**src/rtl/rv_pkg.sv**
```systemverilog
// ---------------------------------------------------------------------------
// rv_pkg
// Shared RISC-V definitions used by the immediate generator:
//   - 7-bit major opcode constants for every opcode that carries an immediate
//   - 3-bit immediate format codes (I, S, B, U, J, NONE)
//   - fill-level encoding of the 2-entry output skid buffer
//   - decode_fmt(): maps a major opcode to its immediate format
// ---------------------------------------------------------------------------
package rv_pkg;

  // Major opcodes (instr[6:0]) that carry an immediate
  localparam logic [6:0] OPC_LOAD      = 7'b0000011;
  localparam logic [6:0] OPC_OP_IMM    = 7'b0010011;
  localparam logic [6:0] OPC_OP_IMM_32 = 7'b0011011;
  localparam logic [6:0] OPC_JALR      = 7'b1100111;
  localparam logic [6:0] OPC_LOAD_FP   = 7'b0000111;
  localparam logic [6:0] OPC_SYSTEM    = 7'b1110011;
  localparam logic [6:0] OPC_STORE     = 7'b0100011;
  localparam logic [6:0] OPC_STORE_FP  = 7'b0100111;
  localparam logic [6:0] OPC_BRANCH    = 7'b1100011;
  localparam logic [6:0] OPC_LUI       = 7'b0110111;
  localparam logic [6:0] OPC_AUIPC     = 7'b0010111;
  localparam logic [6:0] OPC_JAL       = 7'b1101111;

  // Immediate format codes as they appear on fmt_o
  localparam logic [2:0] FMT_I    = 3'd0;
  localparam logic [2:0] FMT_S    = 3'd1;
  localparam logic [2:0] FMT_B    = 3'd2;
  localparam logic [2:0] FMT_U    = 3'd3;
  localparam logic [2:0] FMT_J    = 3'd4;
  localparam logic [2:0] FMT_NONE = 3'd7;

  // Fill level of the output skid buffer
  typedef enum logic [1:0] {
    LVL_EMPTY = 2'd0,
    LVL_ONE   = 2'd1,
    LVL_FULL  = 2'd2
  } skid_lvl_e;

  // Opcode-to-format lookup; anything not listed has no immediate
  function automatic logic [2:0] decode_fmt(input logic [6:0] opcode);
    logic [2:0] fmt;
    fmt = FMT_NONE;
    case (opcode)
      OPC_LOAD, OPC_OP_IMM, OPC_OP_IMM_32,
      OPC_JALR, OPC_LOAD_FP, OPC_SYSTEM:  fmt = FMT_I;
      OPC_STORE, OPC_STORE_FP:            fmt = FMT_S;
      OPC_BRANCH:                         fmt = FMT_B;
      OPC_LUI, OPC_AUIPC:                 fmt = FMT_U;
      OPC_JAL:                            fmt = FMT_J;
      default:                            fmt = FMT_NONE;
    endcase
    return fmt;
  endfunction

endpackage

```
**src/rtl/rv_imm_dec.sv**
```systemverilog
// ---------------------------------------------------------------------------
// rv_imm_dec
// Purely combinational immediate decoder. Classifies the instruction by its
// major opcode and assembles the sign-extended immediate for that format.
//
// Parameters:
//   XLEN    - width of the produced immediate (32 or 64)
// Ports:
//   instr   - in,  32 bits : RISC-V instruction word
//   imm     - out, XLEN    : sign-extended immediate (0 when no format)
//   fmt     - out, 3 bits  : format code, FMT_NONE for opcodes without one
//   illegal - out, 1 bit   : opcode has no immediate format
// ---------------------------------------------------------------------------
module rv_imm_dec
  import rv_pkg::*;
#(
  parameter int XLEN = 64
) (
  input  logic [31:0]     instr,
  output logic [XLEN-1:0] imm,
  output logic [2:0]      fmt,
  output logic            illegal
);

  logic [2:0]  fmt_d;
  logic [31:0] imm32;

  // Every RV immediate has its sign in instr[31], so the value is first built
  // as a 32-bit signed quantity and then widened by a signed size cast. This
  // keeps the same code legal for XLEN=32, where the cast is a no-op.
  always_comb begin
    fmt_d = decode_fmt(instr[6:0]);
    imm32 = 32'd0;
    case (fmt_d)
      FMT_I: imm32 = {{20{instr[31]}}, instr[31:20]};
      FMT_S: imm32 = {{20{instr[31]}}, instr[31:25], instr[11:7]};
      FMT_B: imm32 = {{19{instr[31]}}, instr[31], instr[7],
                      instr[30:25], instr[11:8], 1'b0};
      FMT_U: imm32 = {instr[31:12], 12'b0};
      FMT_J: imm32 = {{11{instr[31]}}, instr[31], instr[19:12],
                      instr[20], instr[30:21], 1'b0};
      default: imm32 = 32'd0;
    endcase
  end

  assign imm     = XLEN'($signed(imm32));
  assign fmt     = fmt_d;
  assign illegal = (fmt_d == FMT_NONE);

endmodule

```
**src/rtl/rv_imm_gen_pl.sv**
```systemverilog
// ---------------------------------------------------------------------------
// rv_imm_gen_pl
// Pipelined immediate generator. Instructions arrive on a valid/ready input
// port, are decoded by rv_imm_dec and the result is registered through a
// 2-entry skid buffer onto a valid/ready output port. The sideband tag
// travels unchanged with each instruction.
//
// Parameters:
//   XLEN  - immediate width (32 or 64)
//   TAG_W - sideband tag width
// Ports:
//   clk_i       - in  : clock
//   rst_i       - in  : synchronous active-high reset
//   in_valid_i  - in  : instruction offered
//   in_ready_o  - out : instruction accepted this cycle (registered)
//   instr_i     - in  : 32-bit instruction word
//   tag_i       - in  : sideband tag
//   out_valid_o - out : result presented
//   out_ready_i - in  : consumer accepts result
//   imm_o       - out : sign-extended immediate
//   fmt_o       - out : format code (I=0,S=1,B=2,U=3,J=4,NONE=7)
//   illegal_o   - out : opcode has no immediate format
//   tag_o       - out : tag of the presented result
// ---------------------------------------------------------------------------
module rv_imm_gen_pl
  import rv_pkg::*;
#(
  parameter int XLEN  = 64,
  parameter int TAG_W = 8
) (
  input  logic             clk_i,
  input  logic             rst_i,
  input  logic             in_valid_i,
  output logic             in_ready_o,
  input  logic [31:0]      instr_i,
  input  logic [TAG_W-1:0] tag_i,
  output logic             out_valid_o,
  input  logic             out_ready_i,
  output logic [XLEN-1:0]  imm_o,
  output logic [2:0]       fmt_o,
  output logic             illegal_o,
  output logic [TAG_W-1:0] tag_o
);

  // Decoded view of the instruction currently on the input port
  logic [XLEN-1:0] dec_imm;
  logic [2:0]      dec_fmt;
  logic            dec_ill;

  rv_imm_dec #(
    .XLEN (XLEN)
  ) u_dec (
    .instr   (instr_i),
    .imm     (dec_imm),
    .fmt     (dec_fmt),
    .illegal (dec_ill)
  );

  skid_lvl_e       level_q;
  logic            in_ready_q;
  logic            out_valid_q;

  // Output stage: the entry currently presented to the consumer
  logic [XLEN-1:0]  out_imm_q;
  logic [2:0]       out_fmt_q;
  logic             out_ill_q;
  logic [TAG_W-1:0] out_tag_q;

  // Skid stage: the second entry, only occupied when the level is FULL
  logic [XLEN-1:0]  skid_imm_q;
  logic [2:0]       skid_fmt_q;
  logic             skid_ill_q;
  logic [TAG_W-1:0] skid_tag_q;

  logic acc;
  logic pop;

  assign acc = in_valid_i & in_ready_q;
  assign pop = out_valid_q & out_ready_i;

  // Skid-buffer control. in_ready and out_valid are registered copies of
  // "level != FULL" and "level != EMPTY", so they are updated alongside the
  // level in every branch. Reset has priority, which both discards any held
  // entries and makes in_valid_i irrelevant during the reset cycle.
  always_ff @(posedge clk_i) begin
    if (rst_i) begin
      level_q     <= LVL_EMPTY;
      in_ready_q  <= 1'b1;
      out_valid_q <= 1'b0;
      out_imm_q   <= '0;
      out_fmt_q   <= FMT_NONE;
      out_ill_q   <= 1'b0;
      out_tag_q   <= '0;
      skid_imm_q  <= '0;
      skid_fmt_q  <= FMT_NONE;
      skid_ill_q  <= 1'b0;
      skid_tag_q  <= '0;
    end else begin
      case (level_q)
        LVL_EMPTY: begin
          if (acc) begin
            level_q     <= LVL_ONE;
            out_valid_q <= 1'b1;
            out_imm_q   <= dec_imm;
            out_fmt_q   <= dec_fmt;
            out_ill_q   <= dec_ill;
            out_tag_q   <= tag_i;
          end
        end

        LVL_ONE: begin
          if (acc && pop) begin
            // Presented entry leaves while the new one takes its place
            out_imm_q <= dec_imm;
            out_fmt_q <= dec_fmt;
            out_ill_q <= dec_ill;
            out_tag_q <= tag_i;
          end else if (acc) begin
            // Consumer stalled: park the new entry behind the presented one
            level_q    <= LVL_FULL;
            in_ready_q <= 1'b0;
            skid_imm_q <= dec_imm;
            skid_fmt_q <= dec_fmt;
            skid_ill_q <= dec_ill;
            skid_tag_q <= tag_i;
          end else if (pop) begin
            level_q     <= LVL_EMPTY;
            out_valid_q <= 1'b0;
          end
        end

        LVL_FULL: begin
          // No accept is possible here since in_ready is low
          if (pop) begin
            level_q    <= LVL_ONE;
            in_ready_q <= 1'b1;
            out_imm_q  <= skid_imm_q;
            out_fmt_q  <= skid_fmt_q;
            out_ill_q  <= skid_ill_q;
            out_tag_q  <= skid_tag_q;
          end
        end

        default: begin
          level_q     <= LVL_EMPTY;
          in_ready_q  <= 1'b1;
          out_valid_q <= 1'b0;
        end
      endcase
    end
  end

  assign in_ready_o  = in_ready_q;
  assign out_valid_o = out_valid_q;
  assign imm_o       = out_imm_q;
  assign fmt_o       = out_fmt_q;
  assign illegal_o   = out_ill_q;
  assign tag_o       = out_tag_q;

endmodule

```
**config.mk**
```make
export PLATFORM = sky130hd
export DESIGN_NAME = rv_imm_gen_pl
export DESIGN_NICKNAME = d
export VERILOG_FILES = /design/src/rtl/rv_pkg.sv /design/src/rtl/rv_imm_dec.sv /design/src/rtl/rv_imm_gen_pl.sv
export SDC_FILE = /design/constraint.sdc
export NUM_CORES = 1
export LEC_CHECK = 0
export CAP_MARGIN = 20
export CORE_ASPECT_RATIO = 1.5
export CORE_UTILIZATION = 50
export CTS_CLUSTER_DIAMETER = 60
export DETAILED_ROUTE_END_ITERATION = 10
export GPL_TIMING_DRIVEN = 0
export PLACE_DENSITY = 0.85
export SETUP_SLACK_MARGIN = 0.1
export SLEW_MARGIN = 20
export SYNTH_ARGS = -nofsm -noshare
export SYNTH_HDL_FRONTEND = slang
export SYNTH_SLANG_ARGS = --single-unit
```
**constraint.sdc**
```tcl
create_clock -name clk_i -period 2.8 [get_ports clk_i]
set_input_delay 0.56 -clock clk_i [delete_from_list [all_inputs] [get_ports clk_i]]
set_output_delay 0.56 -clock clk_i [all_outputs]
set_load 0.005 [all_outputs]
```
==> results.py <==
metrics = {
    "synth": {
        "synth_largest_area_cell": "dfxtp_1",
        "synth_cells": 531,
        "synth.most_common_cell": "dfxtp_1",
        "synth.top_cells.by_area": "dfxtp_1 39%, buf_4 5.5%, nand2_1 5.1%",
        "syn_area_mm2": 0.00475,
        "synth.top_cell.area_share": 0.388,
        "synth-simple-area-share": 0.187,
        "synth_top_family_by_area": "compound AO/OA/AOI/OAI gates",
        "synth_top_cells_by_count": "92 x dfxtp_1, 65 x nand2_1, 42 x nor2_1",
        "synth_edf_count": 0,
        "post_synth_fa_ha_maj_area_fraction": 0,
        "yosysWarningCount": 0,
        "synth_compound_gate_area_share": 0.307,
        "synth_ff_type": "dfxtp_1",
        "avgSynthCellArea_um2": 8.94,
        "synth-xor-area-share": 0.00369,
        "ys_seq_area_frac": 0.388,
        "syn_nets": 575,
        "proportion_of_synthesized_area_in_mux_cells": 0.00475,
        "asyncSetResetFlopFracSynth": 0,
        "synth_cell_types": 68,
        "ys_seq_elements": 92,
    },
    "timing": {
        "post-route-period-util": 0.821,
        "fin_tns_setup_ns": 0,
        "rsz0062_at_grt": "false",
        "finalHoldViolations": 0,
        "final_hold_slack_ns": 0.456,
        "relSlewSlack": 0.497,
        "setup_slack_after_layout_ns": 0.502,
        "max_slew.worst_pin.slew_ns": 0.755,
        "period_minus_slack_ns": 2.30,
        "final_max_slew_viol_count": 0,
        "setup_viol_count_final": 0,
        "maxClockFrequency_mhz": 435,
        "worst_clock_skew_ns": 0.00712,
    },
    "die": {
        "start_util": 0.513,
        "io_pins": 122,
        "die_area_mm2": 0.00989,
        "design.core.area_mm2": 0.00925,
        "die_height_um": 121,
        "fp.dieW_um": 81.5,
        "num_rows": 43,
    },
    "critical_path": {
        "crit_path_category": "reg2out",
        "crit_path_start_kind": "flip-flop",
        "crit_path_end_kind": "output port",
        "arrival_ns": 1.74,
        "critical_path_peak_fanout": 34,
        "worstPathRequired_ns": 2.24,
    },
    "grt": {
        "first_global_vias": 4874,
        "overflow": 0,
        "grt_max_degree": 35,
        "global_route.usage.total": 0.322,
        "global_route_wire_length_before_repair_um": 24100,
        "antenna_found_initial": 0,
    },
    "cts": {
        "holdBufCountCts": 0,
        "cts.sink_count": 92,
        "clk_pin_slew_ns": 0.06,
        "clock_tree_from_tritoncts": "yes",
        "cts.path.max_buffers": 2,
        "numCtsBuffers": 9,
        "clk-insertion-delay-late_ns": 0.35,
        "buffer_type_at_the_clock_tree_root": "clkbuf_16",
        "htreeDepth": 3,
    },
    "finish": {
        "antenna_cells": 0,
        "num-nets-final": 707,
        "finish.cell_count_without_fillers": 779,
        "syn2layout_area_growth_pct": 34.2,
        "fillers": 739,
        "ratio_of_cells_with_drive_above_1_in_the_final_layout": 0.175,
    },
    "power": {
        "max-vdd-ir-drop_v": 0.000394,
        "power_w": 0.00389,
        "power_density_mw_per_mm2": 611,
        "cellLeakagePower_nw": 2.22,
    },
    "worst_hold_path": {
        "timing.hold.worst.class": "reg2reg",
    },
    "routing": {
        "1st_iter_drt_viols": 538,
        "drt.antenna.violating_nets": 0,
        "drtPass1Iterations": 6,
        "viasPerCell": 6.48,
        "routed_wl_um": 15500,
        "drc": 0,
        "detailed_route_via_count": 5049,
        "wl_per_cell_um": 19.9,
    },
    "place": {
        "dp_hpwl_um": 11300,
        "globalplace.congestion": 0.939,
        "place.detailed.instances": 764,
        "io_buffer_count": 121,
        "place_ws_ns": 0.245,
    },
    "run_status": {
        "run_status": "finished, final reports clean",
    },
    "job": {
        "max_cap_viol_count": 0,
    },
}
power by group:
group	switching (W)	internal [W]
clock network	0.000505	0.000619
registers	0.000106	0.00146
logic	0.000562	0.000639
stage by stage:
stage,area [um2],util
2_1_floorplan,4750,-
3_5_place_dp,6100,0.659
4_1_cts,6370,0.688
6_report,6370,0.688
3_3_place_gp,6100,0.659
5_1_grt,6370,0.688
critical path: stages, from the launching register on:
cell and delay [ns]:
dfxtp_2 0.68, buf_4 0.20, clkdlybuf4s50_1 0.50
cell usage in the layout, fill, tap and decap left out, types with 14 or more instances in the layout:
| cell type | count |
|---|---|
| a21oi_1 | 23 |
| a311oi_1 | 20 |
| a31oi_1 | 14 |
| buf_2 | 20 |
| buf_4 | 35 |
| clkbuf_1 | 25 |
| clkdlybuf4s50_1 | 121 |
| dfxtp_1 | 91 |
| nand2_1 | 65 |
| nand3_1 | 17 |
| nor2_1 | 42 |
registers in the layout, summed over array words and instances (netlist names):
signal	cells
in_ready_o	1
fmt_o	3
imm_o	32
skid_fmt_q	3
illegal_o	1
skid_imm_q	32
level_q	2
skid_ill_q	1
tag_o	8
skid_tag_q	8
out_valid_o	1
cell type report:
| cell class | count | area [um2] | share of cell area |
|---|---|---|---|
| plain buffers | 84 | 502 | 0.0788 |
| clock buffers | 11 | 243 | 0.0381 |
| clock inverters | 4 | 26.3 | 0.00413 |
| inverters | 4 | 15.0 | 0.00236 |
| multi-input cells | 351 | 2390 | 0.375 |
| flip-flops and latches | 92 | 1840 | 0.289 |
| well taps | 112 | 140 | 0.0220 |
| repair buffers | 121 | 1210 | 0.190 |
per-layer routing:
layer | vias to the layer above | global-route usage | wire length (um) | part of all wire
met5 | - | 0 | 0 | 0
met4 | 0 | 0.215 | 887 | 0.057
met3 | 83 | 0.0759 | 1490 | 0.096
met2 | 350 | 0.544 | 7750 | 0.50
met1 | 2364 | 0.345 | 5340 | 0.35
li1 | 2252 | - | - | -
repair_timing:
action / CTS / global route
resized for setup: 0 / 1
setup endpoints to repair: 0 / 32
setup buffers: 0 / 0
path summary, 6_finish.rpt:
| kind | from | endpoint | slack, ns | cells past startpoint |
|---|---|---|---|---|
| setup reg to reg | out_valid_o | imm_o[62] | 0.80 | 5 |
| hold / removal | skid_imm_q[31] | skid_imm_q[31] | 0.46 | 2 |
| hold reg to reg | skid_imm_q[31] | skid_imm_q[31] | 0.46 | 2 |
| setup / recovery | imm_o[62] | imm_o[39] | 0.50 | 2 |
cell families after synthesis:
| family | Yosys count |
|---|---|
| buf+inv | 88 |
| simple gates | 176 |
| flops | 92 |
| xor+xnor | 2 |
| compound gates | 171 |
| mux | 2 |
Power figures use the tool's default switching activity.
